$ cat src/rtl/tx_arbiter_pkg.sv
// Shared frame constants, tx FIFO counter width and arbiter state encoding.
package tx_arbiter_pkg;

  localparam int UART_FIFO_COUNTER_W = 5;

  localparam logic [7:0] FRM_SYNC0    = 8'hEB;
  localparam logic [7:0] FRM_SYNC1    = 8'h90;
  localparam logic [7:0] FRM_TAIL0    = 8'h09;
  localparam logic [7:0] FRM_TAIL1    = 8'hD7;
  localparam logic [7:0] FRM_BOARD_ID = 8'hAB;

  typedef enum logic [2:0] {
    ST_IDLE     = 3'b001,
    ST_RELAY    = 3'b010,
    ST_ACK_SEND = 3'b100
  } tx_state_e;

  // Bytes 2..5 of the ack frame sum to zero mod 256.
  function automatic logic [7:0] frame_chk(input logic [7:0] board,
                                           input logic [7:0] cmd,
                                           input logic [7:0] code);
    return 8'h00 - board - cmd - code;
  endfunction

endpackage

$ cat src/rtl/tx_arbiter_ack_frame_builder.sv
// Combinational ack frame byte lookup: EB 90 CHK BOARD cmd code 09 D7.
module ack_frame_builder
  import tx_arbiter_pkg::*;
#(
  parameter logic [7:0] BOARD_ID = FRM_BOARD_ID
) (
  input  logic [2:0] idx_i,
  input  logic [7:0] cmd_i,
  input  logic [7:0] code_i,
  output logic [7:0] byte_o
);

  always_comb begin
    byte_o = 8'h00;
    case (idx_i)
      3'd0: byte_o = FRM_SYNC0;
      3'd1: byte_o = FRM_SYNC1;
      3'd2: byte_o = frame_chk(BOARD_ID, cmd_i, code_i);
      3'd3: byte_o = BOARD_ID;
      3'd4: byte_o = cmd_i;
      3'd5: byte_o = code_i;
      3'd6: byte_o = FRM_TAIL0;
      3'd7: byte_o = FRM_TAIL1;
    endcase
  end

endmodule

$ cat src/rtl/tx_arbiter.sv
// Arbitrates the tx FIFO between relayed rx bytes and 8-byte ack frames,
// pacing pushes and holding one pending ack request.
module tx_arbiter
  import tx_arbiter_pkg::*;
#(
  parameter int         GAP_CYCLES    = 16,
  parameter int         TX_FIFO_DEPTH = 16,
  parameter int         PUSH_SPACING  = 3,
  parameter logic [7:0] BOARD_ID      = FRM_BOARD_ID
) (
  input  logic                           clk,
  input  logic                           rst,
  input  logic                           relay_valid,
  input  logic [7:0]                     relay_data,
  output logic                           relay_ack,
  input  logic                           ack_req,
  input  logic [7:0]                     ack_cmd,
  input  logic [7:0]                     ack_code,
  input  logic [UART_FIFO_COUNTER_W-1:0] tf_count,
  output logic                           tf_push,
  output logic [7:0]                     tdr,
  output logic                           ack_busy,
  output logic [7:0]                     drop_cnt
);

  localparam int PW = (PUSH_SPACING > 2) ? $clog2(PUSH_SPACING) : 1;
  localparam int GW = (GAP_CYCLES > 2) ? $clog2(GAP_CYCLES) : 1;
  localparam logic [UART_FIFO_COUNTER_W-1:0] DEPTH_C = UART_FIFO_COUNTER_W'(TX_FIFO_DEPTH);

  tx_state_e   state_q;
  logic [PW-1:0] pace_q;
  logic [GW-1:0] gap_q;
  logic [2:0]  idx_q;
  logic        pend_vld_q;
  logic [7:0]  pend_cmd_q, pend_code_q;
  logic [7:0]  act_cmd_q, act_code_q;
  logic [7:0]  drop_q;

  logic        can_push, relay_push, ack_push, pend_take_d;
  logic [7:0]  frame_byte;

  ack_frame_builder #(.BOARD_ID(BOARD_ID)) u_frame (
    .idx_i  (idx_q),
    .cmd_i  (act_cmd_q),
    .code_i (act_code_q),
    .byte_o (frame_byte)
  );

  // Outputs are qualified by rst so nothing is pushed or popped in a reset cycle.
  assign can_push    = !rst && (tf_count < DEPTH_C) && (pace_q == '0);
  assign relay_push  = can_push && (state_q == ST_RELAY) && relay_valid;
  assign ack_push    = can_push && (state_q == ST_ACK_SEND);
  assign pend_take_d = (state_q == ST_IDLE) && pend_vld_q;

  assign tf_push   = relay_push | ack_push;
  assign relay_ack = relay_push;
  assign tdr       = relay_push ? relay_data : (ack_push ? frame_byte : 8'h00);
  assign ack_busy  = pend_vld_q;
  assign drop_cnt  = drop_q;

  always_ff @(posedge clk) begin
    if (rst) begin
      state_q     <= ST_IDLE;
      pace_q      <= '0;
      gap_q       <= '0;
      idx_q       <= 3'd0;
      pend_vld_q  <= 1'b0;
      pend_cmd_q  <= 8'h00;
      pend_code_q <= 8'h00;
      act_cmd_q   <= 8'h00;
      act_code_q  <= 8'h00;
      drop_q      <= 8'h00;
    end else begin
      if (tf_push) begin
        pace_q <= PW'(PUSH_SPACING - 1);
      end else if (pace_q != '0) begin
        pace_q <= pace_q - PW'(1);
      end

      case (state_q)
        ST_IDLE: begin
          if (pend_vld_q) begin
            act_cmd_q  <= pend_cmd_q;
            act_code_q <= pend_code_q;
            idx_q      <= 3'd0;
            state_q    <= ST_ACK_SEND;
          end else if (relay_valid) begin
            gap_q   <= '0;
            state_q <= ST_RELAY;
          end
        end
        ST_RELAY: begin
          // Idle cycles count even while the FIFO is full.
          if (relay_valid) begin
            gap_q <= '0;
          end else if (gap_q == GW'(GAP_CYCLES - 1)) begin
            gap_q   <= '0;
            state_q <= ST_IDLE;
          end else begin
            gap_q <= gap_q + GW'(1);
          end
        end
        ST_ACK_SEND: begin
          if (ack_push) begin
            idx_q <= idx_q + 3'd1;
            if (idx_q == 3'd7) state_q <= ST_IDLE;
          end
        end
        default: state_q <= ST_IDLE;
      endcase

      // A request arriving as the slot is emptied refills it rather than dropping.
      if (ack_req) begin
        if (!pend_vld_q || pend_take_d) begin
          pend_vld_q  <= 1'b1;
          pend_cmd_q  <= ack_cmd;
          pend_code_q <= ack_code;
        end else if (drop_q != 8'hFF) begin
          drop_q <= drop_q + 8'd1;
        end
      end else if (pend_take_d) begin
        pend_vld_q <= 1'b0;
      end
    end
  end

endmodule

$ cat config.mk
export PLATFORM = sky130hd
export DESIGN_NAME = tx_arbiter
export DESIGN_NICKNAME = d
export VERILOG_FILES = /design/src/rtl/tx_arbiter_pkg.sv /design/src/rtl/tx_arbiter_ack_frame_builder.sv /design/src/rtl/tx_arbiter.sv
export SDC_FILE = /design/constraint.sdc
export NUM_CORES = 1
export LEC_CHECK = 0
export ABC_CLOCK_PERIOD_IN_PS = 2800
export CORE_ASPECT_RATIO = 1.5
export CORE_MARGIN = 10
export CORE_UTILIZATION = 47
export DETAILED_ROUTE_END_ITERATION = 10
export GPL_TIMING_DRIVEN = 0
export PLACE_DENSITY = 0.75
export SYNTH_ARGS = -nofsm -noshare
export SYNTH_HDL_FRONTEND = slang
export SYNTH_SLANG_ARGS = --single-unit
$ cat constraint.sdc
create_clock -name clk -period 2.8 [get_ports clk]
set_clock_uncertainty 0.15 [all_clocks]
set_input_delay 0.56 -clock clk [delete_from_list [all_inputs] [get_ports clk]]
set_output_delay 0.56 -clock clk [all_outputs]
set_load 0.01 [all_outputs]
### Word level (Yosys, flattened, before mapping)

Cells that the tools add are included.

* add/sub/neg operators: 6
* multipliers: 0
* divide/modulo/power cells: 0
* order comparisons: 1
* equality and inequality tests: 21
* shift operators: 0
* mux-type cells: 23
* bitwise operators: 2
* reduce and logical (&&, ||, !) cells: 24

Operators by type and width (number)
* $pmux W8 S8: 1
* $mux W3: 8
* $mux W4: 4
* $mux W8: 2
* $eq A3 B3 Y1 const B: 5
* $ne A2 B2 Y1 const B: 5
* $reduce_bool A2 Y1: 5
* $eq A3 B2 Y1 const B: 3
* $pmux W3 S3: 1
* $reduce_and A3 Y1: 3
* $add A8 B1 Y8 const B: 1
* $ne A8 B8 Y1 const B: 1
* $pmux W4 S2: 1
* $sub A7 B8 Y8 const A: 1
* $sub A8 B8 Y8: 1
* $eq A3 B1 Y1 const B: 2
* $logic_and A1 B1 Y1: 6
* $ne A2 B1 Y1 const B: 3
* $pmux W3 S2: 1
* $reduce_and A2 Y1: 3
* $lt A5 B5 Y1 const B: 1
* $reduce_and A5 Y1: 1
* $add A4 B1 Y4 const B: 1
* $eq A4 B4 Y1 const B: 1
* other kinds (12): 16

* flip-flop bits (word level): 53
* bits in latches: 0
* RAM bits: 0
* ROM bits: 0
* input bits: 33
* output and inout port bits: 19
* logic and storage cells: 88
* memories kept: 0

### Depth between registers and ports, before layout

* word-level depth: 7
* mapped depth: 10
* mapped depth without buffers: 10

### By module

Synthesis repeated with hierarchy kept, for this count alone.

* cells, all modules: 345
* area, all modules: 2881.5 um2

Modules (own cells, without submodules)
* tx_arbiter: instances 1, cells an instance 257, area each 2263.4 um2, sequential area each 1061.0 um2
* ack_frame_builder: instances 1, cells an instance 88, area each 618.1 um2, sequential area each 0.0 um2

### Worst setup path before layout

OpenSTA, ideal clock, no wires.

* path kind: reg-to-output
* start: register act_cmd_q[1]
* end: output port tdr[7]
* arrival: 2119 ps
* required time: 2090 ps
* slack: -29 ps
* cell stages (with the launch flop): 11
* path buffers: 0
* cells stage by stage: dfxtp_1 ha_1 inv_1 ha_1 inv_1 fa_1 nand2b_1 a21oi_1 o22ai_1 xnor2_1 a221o_1

* cells in the longest elaborated chain, start to end: 5

RTL lines
* start: declaration: RTL line tx_arbiter.sv:36 `logic [7:0] act_cmd_q, act_code_q;`
* start signal: assignment: RTL line tx_arbiter.sv:83 `act_cmd_q <= pend_cmd_q;`
* $sub A7 B8 Y8: RTL line tx_arbiter_pkg.sv:22 `return 8'h00 - board - cmd - code;`
* $sub A8 B8 Y8: RTL line tx_arbiter_pkg.sv:22
* $pmux W8 S8: RTL line tx_arbiter_ack_frame_builder.sv:15 `case (idx_i)`
* $mux W8 (2 in series): RTL line tx_arbiter.sv:57 `assign tdr = relay_push ? relay_data : (ack_push ? frame_byte : 8'h00);`
* end: declaration: RTL line tx_arbiter.sv:21 `output logic [7:0] tdr,`

Every way passes these cells.

### Worst setup path after layout

* start: register act_code_q[1]
* end: output port tdr[7]

* cells in the longest elaborated chain, start to end: 4

RTL lines
* start: declaration: RTL line tx_arbiter.sv:36
* start signal: assignment: RTL line tx_arbiter.sv:84 `act_code_q <= pend_code_q;`
* $sub A8 B8 Y8: RTL line tx_arbiter_pkg.sv:22
* $pmux W8 S8: RTL line tx_arbiter_ack_frame_builder.sv:15
* $mux W8 (2 in series): RTL line tx_arbiter.sv:57

Every way passes these cells.

==> reports/metrics.cfg <==
[critical_path]
worstPathMaxFanout = 2
cp_top_family = adder cells
start_kind = register
cp.arrival_ps = 2450
cp_common_cell = ha_4
cpPeakStageDelay_ps = 350
cp.buffers_inverters = 3
end_kind = output port
worst-setup-path-type = reg2out
crit_required_ps = 2090
slowest_stage = dfxtp_2
path_cells = ha_4 > inv_4 > ha_4 > inv_2 > fa_2 > nand2b_4 > a21oi_4 > o22ai_4 > xnor2_1 > a221o_1 > buf_2

[floorplan]
core_sq_um = 6090
die-area_sq_um = 9770
ios = 52
row_count = 35
die-width_microns = 84.1
die_y_microns = 116
initial_core_util_pct = 47.6

[cts]
htreeDepth = 2
cts_root_buffer = clkbuf_8
cts_buffers = 5
clk_latency_ps = 300
ctsHoldBuffers = 0
cts_tree = yes
cts_sinks = 53
clk_pin_slew_ps = 90
cts.path.max_buffers = 2

[synthesis]
syn_area_sq_um = 2900
yosys_most_used_dff = dfxtp_1
yosysMostFrequentCell = nand2_1
synth_edf_count = 0
ys_ff_latch = 53
synth_top_area_share_pct = 36.6
ys_warn_count = 0
synth_top_cells_by_count = nand2_1, dfxtp_1, a21oi_1
avgSynthCellArea_sq_um = 7.94
synth.net_count = 420
synth-seq-area-share_pct = 36.6
yosys.area.top_type = dfxtp_1
synth_cells = 365
synthTopCellsByArea = dfxtp_1, nand2_1, ha_1, a21oi_1, nor2_1
synth.distinct_cells = 55
synthArstFlopShare_pct = 0

[timing]
timing.hold.ws_ps = 300
rsz0062_at_grt = yes
hold_viol = 0
fmax_mhz = 317
fin_crit_ps = 3160
setup_viol = 6
slew_viol_final = 0
slew_headroom_pct = 68.4
worst_pin_slew_ps = 475
fin_ws_ps = -358
finalCritPeriodShare_pct = 113

[run_status]
outcome = finished, violations left
failed_checks = negative setup slack

[cells_and_area]
fillers = 514
layout-drive-gt1-share_pct = 21.3
stdcell_area_sq_um = 3880
multiInputGateArea_sq_um = 1880
fin_nets = 485
utilization_pct = 63.7
diodes = 0
regArea_sq_um = 1070
instances_no_fill = 505
area_delta_synth_final_pct = 33.8

[placement]
detailed_place_hpwl_microns = 5560
place.gp.congestion = 0.824
io_buffers = 46
placed_cells = 485
dp_slack_ps = -672
dpl_cell_area_sq_um = 3450

[power_and_ir_drop]
pwr-share-comb_pct = 20.7
peakVddDrop_mv = 0.376
seqPwrFrac_pct = 52.1
p_leak_nw = 1.46
powerDensity_nw_per_um2 = 400
p_sw_mw = 0.429
clockPowerShare_pct = 27.2
p_int_mw = 1.12
swShare_pct = 27.7

[global_routing]
grt_first_pass_wirelength_microns = 12800
grt_pass1_vias = 2757
grt_max_degree = 17
overflow = 0
antenna_found_initial = 0
grt_util_all_layers_pct = 15.5

[detailed_routing]
wl_per_cell_microns = 14.9
drt-pass1-iter-count = 4
postRouteAntennaNets = 0
drtIter0Drc = 92
postRouteWirelength_microns = 7510
num_vias = 2716
vias_per_cell = 5.38
remaining_drc_errors = 0

[run]
maxCapViolations = 0

[hold_path]
timing.hold.worst.class = reg2reg

==> cell type report <==
type,instances,area share (%)
buffer,16,2.78
clock buffer,6,1.87
clock inverter,2,0.387
inverter,21,2.23
multi-input combinational,272,48.6
sequential,53,27.7
tap,74,2.39
timing repair buffer,61,14.0
==> per-stage QoR <==
step           setup TNS [ps]  total power, mW
2_1_floorplan               0            0.998
3_3_place_gp            -4300             1.09
3_5_place_dp            -4400             1.09
4_1_cts                 -1770             1.55
5_1_grt                 -1860             1.63
6_report                -1380             1.55
==> per-layer routing <==
metal  up-vias  wire length [microns]  GRT usage, %
li1       1385                      -             -
met1      1242                   2880          15.6
met2        69                   3940          28.8
met3        20                    354          3.35
met4         0                    334          8.29
met5         -                      0             0
==> tightest hold or removal path, stage by stage, from the launching register on <==
cell     delay [ps]
dfxtp_1         320
nand2_1          50
a21oi_1          50
==> cell families after synthesis <==
group,count (synthesis),synth area share (%)
compound gates,93,20.4
flops,53,36.6
fa+ha+maj,22,9.76
xor+xnor,12,3.63
simple gates,144,22.7
mux,1,0.346
buf+inv,40,6.57
==> layout by cell type (no fill, tap or decap), types with 3 or more instances in the layout <==
cell type	n
a21oi_2	4
ha_1	10
nor3b_1	3
o21ai_0	6
xnor2_1	6
a221o_1	4
a22o_1	5
a31oi_1	4
inv_1	15
dfxtp_1	42
nand2_1	81
inv_2	4
clkdlybuf4s50_1	36
clkbuf_2	3
nand3_1	5
and3_1	3
xor2_1	6
buf_4	14
nor2_1	25
o21bai_1	3
buf_6	6
ha_4	9
dfxtp_2	11
a21oi_1	44
nand2b_1	4
buf_2	9
clkbuf_8	5
clkbuf_1	8
==> timing repair <==
item	in CTS	in global routing
setup endpoints to repair	10	9
resized for setup	78	24
buffers inserted	16	2
pin swaps	26	18
==> sequential cells by signal, summed over array words and instances (netlist names) <==
signal       count
gap_q            4
ack_busy         1
pend_code_q      8
act_cmd_q        8
state_q          3
pace_q           2
act_code_q       8
drop_cnt         8
idx_q            3
pend_cmd_q       8
==> worst paths after layout <==
kind	startpoint	to	slack, ps	cells after the start
max reg2reg	state_q[0]	pend_code_q[6]	940	8
min	pend_code_q[2]	act_code_q[2]	300	2
min reg2reg	pend_code_q[2]	act_code_q[2]	300	2
max	act_code_q[1]	tdr[7]	-360	11
==> power by group through the flow <==
stage	clock network (mW)	registers [mW]	logic, mW
after floorplan	0	0.819	0.179
after global routing	0.463	0.811	0.353
after global placement	0	0.822	0.263
after detailed placement	0	0.824	0.268
after CTS	0.433	0.807	0.315
final	0.422	0.807	0.320
No activity file was read; power rests on OpenSTA's default activity.
